`src/rtl/life_pkg.sv`:
```
// Shared constants and types for the Game of Life sequencer.
package life_pkg;
  localparam int BOARD_W   = 64;
  localparam int BOARD_DIM = 8;

  typedef logic [BOARD_W-1:0] board_t;

  typedef enum logic [1:0] {
    IDLE = 2'd0,
    RUN  = 2'd1,
    HALT = 2'd2
  } seq_state_e;
endpackage

```
`src/rtl/life_tick_div.sv`:
```
// Generation tick divider: counts 0..TICK_DIV-1 while enabled and flags the last count.
module life_tick_div #(
  parameter int TICK_DIV = 4
) (
  input  logic clk,
  input  logic reset,
  input  logic clr,
  input  logic en,
  output logic wrap
);
  localparam logic [15:0] LAST = 16'(TICK_DIV - 1);

  logic [15:0] cnt;

  assign wrap = (cnt == LAST);

  // Holds its value while disabled so a paused run resumes mid-tick.
  always_ff @(posedge clk) begin
    if (reset || clr) begin
      cnt <= '0;
    end else if (en) begin
      cnt <= wrap ? '0 : cnt + 16'd1;
    end
  end
endmodule

```
`src/rtl/life_sequencer.sv`:
```
// Game of Life run/pause/step sequencer around an external combinational datapath.
// Optional period-2 oscillator detection is enabled with macro LIFE_OSC_DETECT_EN.
module life_sequencer
  import life_pkg::*;
#(
  parameter int TICK_DIV = 4,
  parameter int GEN_W    = 16
) (
  input  logic             clk,
  input  logic             reset,
  input  logic [63:0]      seed,
  input  logic             load,
  input  logic             run,
  input  logic             step,
  output logic [63:0]      cur_state,
  input  logic [63:0]      next_state,
  output logic [GEN_W-1:0] gen_count,
  output logic             running,
  output logic             stable,
  output logic             osc,
  output logic [1:0]       dbg_state
);
  seq_state_e state;
  logic       wrap;
  logic       tick_en;
  logic       adv_pt;
  logic       same;
  logic       osc_hit;

  assign tick_en   = (state == RUN) && run && !load;
  assign running   = (state == RUN);
  assign dbg_state = state;

  life_tick_div #(.TICK_DIV(TICK_DIV)) u_tick (
    .clk   (clk),
    .reset (reset),
    .clr   (load),
    .en    (tick_en),
    .wrap  (wrap)
  );

  // An advance point is a completed tick while running or a step while paused.
  assign adv_pt = ((state == RUN) && run && wrap) ||
                  ((state == IDLE) && !run && step);
  assign same   = (next_state == cur_state);

`ifdef LIFE_OSC_DETECT_EN
  board_t     prev_state;
  logic [1:0] adv_n;
  logic       osc_q;

  assign osc_hit = (adv_n == 2'd2) && (next_state == prev_state) && !same;
  assign osc     = osc_q;

  always_ff @(posedge clk) begin
    if (reset || load) begin
      prev_state <= '0;
      adv_n      <= 2'd0;
      osc_q      <= 1'b0;
    end else if (adv_pt && !same) begin
      if (osc_hit) begin
        osc_q <= 1'b1;
      end else begin
        prev_state <= cur_state;
        if (adv_n != 2'd2) adv_n <= adv_n + 2'd1;
      end
    end
  end
`else
  assign osc_hit = 1'b0;
  assign osc     = 1'b0;
`endif

  always_ff @(posedge clk) begin
    if (reset) begin
      state     <= IDLE;
      cur_state <= '0;
      gen_count <= '0;
      stable    <= 1'b0;
    end else if (load) begin
      state     <= IDLE;
      cur_state <= seed;
      gen_count <= '0;
      stable    <= 1'b0;
    end else if (adv_pt) begin
      if (same) begin
        state  <= HALT;
        stable <= 1'b1;
      end else if (osc_hit) begin
        state <= HALT;
      end else begin
        cur_state <= next_state;
        if (gen_count != '1) gen_count <= gen_count + GEN_W'(1);
      end
    end else begin
      case (state)
        IDLE:    if (run) state <= RUN;
        RUN:     if (!run) state <= IDLE;
        default: ;
      endcase
    end
  end
endmodule
```
`config.mk`:
```
export PLATFORM = sky130hd
export DESIGN_NAME = life_sequencer
export DESIGN_NICKNAME = d
export VERILOG_FILES = /design/src/rtl/life_pkg.sv /design/src/rtl/life_tick_div.sv /design/src/rtl/life_sequencer.sv
export SDC_FILE = /design/constraint.sdc
export NUM_CORES = 1
export LEC_CHECK = 0
export BUFFER_PORTS_ARGS = -buffer_cell sky130_fd_sc_hd__buf_2
export CAP_MARGIN = 0
export CORE_ASPECT_RATIO = 0.75
export CORE_MARGIN = 2
export CORE_UTILIZATION = 50
export DETAILED_ROUTE_END_ITERATION = 7
export PLACE_DENSITY = 0.8
export REMOVE_ABC_BUFFERS = 1
export SLEW_MARGIN = 40
export SYNTH_ARGS = -nofsm -noshare
export SYNTH_HDL_FRONTEND = slang
export SYNTH_SLANG_ARGS = --single-unit
```
`constraint.sdc`:
```
create_clock -name clk -period 6.95 [get_ports clk]
set_input_delay 1.0425 -clock clk [delete_from_list [all_inputs] [get_ports clk]]
set_output_delay 1.0425 -clock clk [all_outputs]
set_load 0.005 [all_outputs]
```
==> run_results.csv <==
group,metric,value,unit
run_status,status,"complete, no violations",
cts,cts_resized,0,
timing,worst_slew_pin_slew,830.7,ps
cts,cts_buffers,9,
routing,drtIter0Drc,547,
grt,antenna_found_initial,0,
yosys,yosysWarnings,0,
power_and_ir_drop,power,1.330,mW
yosys,ys_types,40,
timing,hold_viol,0,
floorplan,die_h,94.41,µm
grt,grt_util_all_layers,27.83,%
cts,post_cts_buffers,0,
grt,grt_first_pass_wirelength,27.25,mm
floorplan,fp.dieW,124.5,µm
yosys,synth_area,5449,µm²
setup_path,crit_fanout,57,
hold_path,hp-class,"flop to flop",
finish,syn_to_final_growth,25.14,%
grt,grt_util_met3,6.629,%
finish,fin_util,65.25,%
grt,grt_start_max_net_pins,91,
power_and_ir_drop,ir_drop,0.1365,mV
yosys,synth-edff-count,0,
cts,clockBufferDepth,2,
finish,final_nets,977,
timing,fmax,268.3,MHz
routing,vias,6002,
finish,antenna_cells,0,
timing,post-route-min-period,3728,ps
finish,final_common_cell,"buf_2",
cts,clk_pin_slew,70,ps
floorplan,die_area,11760,µm²
hold_path,min_from,"u_tick.cnt[1]$_SDFFE_PP0P_",
finish,multi_input_area,2973,µm²
power_and_ir_drop,leakage,2.917,nW
grt,grt_most_used_layer,"met2",
timing,slew_headroom,44.62,%
yosys,synthTopCellsByArea,"dfxtp_1 36%, xnor2_1 11%, a221oi_1 10%",
yosys,synth-seq-cells,99,
yosys,ys.flop_type,"dfxtp_1",
routing,drc,0,
setup_path,timing.critical_path.from,"next_state[22]",
grt,overflow,0,
setup_path,required,7190,ps
grt,grt_pass1_vias,5578,
routing,via_per_inst,6.112,
cts,hold_buffers,0,
setup_path,critical_path_class,"primary input to flop",
grt,grt_use_met1,36.12,%
yosys,async_flop_share,0,%
finish,n_fill_cell,924,
finish,final-seq-area,1982,µm²
yosys,syn_area_per_cell,8.157,µm²
job,maxCapViolCount,0,
cts,clock_latency,340,ps
cts,cts_max_level,3,
setup_path,crit-reg2reg-launch,"cur_state[47]$_SDFFE_PP0P_",
placed_design,hpwl,11.82,mm
routing,drt_pass1_iterations,5,
floorplan,io-pin-count,218,
routing,avgRoutedWirePerCell,17.50,µm
timing,fin_skew,7.115,ps
cts,root_buffer,"clkbuf_16",
cts,cts_tree,"done",
timing,maxSlewViolCount,0,
setup_path,crit_arrival,3960,ps
routing,drtAntennaViolNets,0,
floorplan,rows,32,
setup_path,startpoint_type,"primary input",
finish,final_layout_size_suffix_gt1_share,29.55,%
floorplan,floorplan.initialDensity,52.14,%
yosys,postSynthCellCount,668,
routing,postRouteWirelength,17.19,mm
timing,fin_tns_setup,0,ps
cts,numClockSinks,99,
grt,grt_use_met2,46.04,%
finish,final_cell_mix,"215 x buf_2, 99 x dfxtp_1, 69 x inv_1",
yosys,yosys.area.top_type,"dfxtp_1",
yosys,yosysTopAreaCellShare,36.37,%
yosys,ys_seq_area_share,36.37,%
timing,rsz0062_at_grt,"no",
placed_design,routabilityCongestion,0.8843,
timing,setup_viol,0,
setup_path,crit_path_end_kind,"flop",
timing,fin_crit_sh,53.63,%
floorplan,core_area,10450,µm²
placed_design,io_buffer_count,216,
power_and_ir_drop,p_per_area,195.0,nW/µm²
## registers in the layout, summed over array words and instances (netlist names)
register and cells:
u_tick.cnt 16, cur_state 64, dbg_state 2, gen_count 16, stable 1
## stage by stage
stage	setup slack (ps)	instance area [µm²]	hold WS [ps]	cells
after CTS	3211	6815	477.9	982
after floorplan	2770	5201	444.3	606
final	3222	6819	472.0	982
after detailed placement	2869	6535	462.7	967
after global placement	2701	6529	446.4	967
after global routing	2989	6819	511.0	982
## per-layer routing
| layer | wire (µm) | share of wire (%) | up-vias |
|---|---|---|---|
| li1 | - | - | 2824 |
| met1 | 7313 | 43 | 2869 |
| met2 | 8220 | 48 | 280 |
| met3 | 1257 | 7.3 | 29 |
| met4 | 398 | 2.3 | 0 |
| met5 | 0 | 0 | - |
## final timing paths
path                           endpoint  slack (ps)  cells past startpoint
max          cur_state[37]$_SDFFE_PP0P_        3220                      8
min          u_tick.cnt[1]$_SDFFE_PP0P_         470                      2
max reg2reg  cur_state[37]$_SDFFE_PP0P_        3680                      7
min reg2reg  u_tick.cnt[1]$_SDFFE_PP0P_         470                      2
## logic make-up after synthesis
family / count (synthesis) / synth area share [%]
buf+inv: 131 / 9.300
simple gates: 125 / 13.02
other cells: 1 / 0.06882
fa+ha+maj: 2 / 0.4592
mux: 2 / 0.3903
xor+xnor: 76 / 12.22
compound gates: 232 / 28.17
flops: 99 / 36.37
## final cells by class
class / instances / share of cell area [%]
Clock buffer: 13 / 3.963
Clock inverter: 2 / 0.1468
Inverter: 69 / 3.798
Multi-Input combinational cell: 438 / 43.60
Sequential cell: 99 / 29.06
Tap cell: 136 / 2.495
Timing Repair Buffer: 225 / 16.94
## critical path, stage by stage
cell	delay [ps]
buf_2	120
xnor2_1	200
nand4_1	180
nor4_2	560
and4_2	760
buf_4	560
o21ai_0	180
a221oi_1	280
## cells in the mapped netlist, types with 2 or more instances
cell type,n
nand3_1,11
nor4_1,6
inv_1,69
or4_1,11
or2_2,2
o21a_1,2
nand4_1,35
o31ai_1,12
a221oi_1,64
ha_1,2
nand2_1,14
or3_1,3
dfxtp_1,99
nor2_1,23
a21oi_1,18
xor2_1,10
o311ai_0,2
a31oi_1,64
xnor2_1,66
nor3_1,2
and3_1,10
buf_2,3
o21ai_0,67
clkbuf_1,57
## power by group
part           internal [mW]  total (mW)  leakage [nW]  switching, mW
Clock                  0.269       0.482         0.141          0.213
Combinational          0.110       0.226          1.96          0.116
Sequential             0.596       0.622         0.815         0.0256
(Power assumes the default switching activity.)
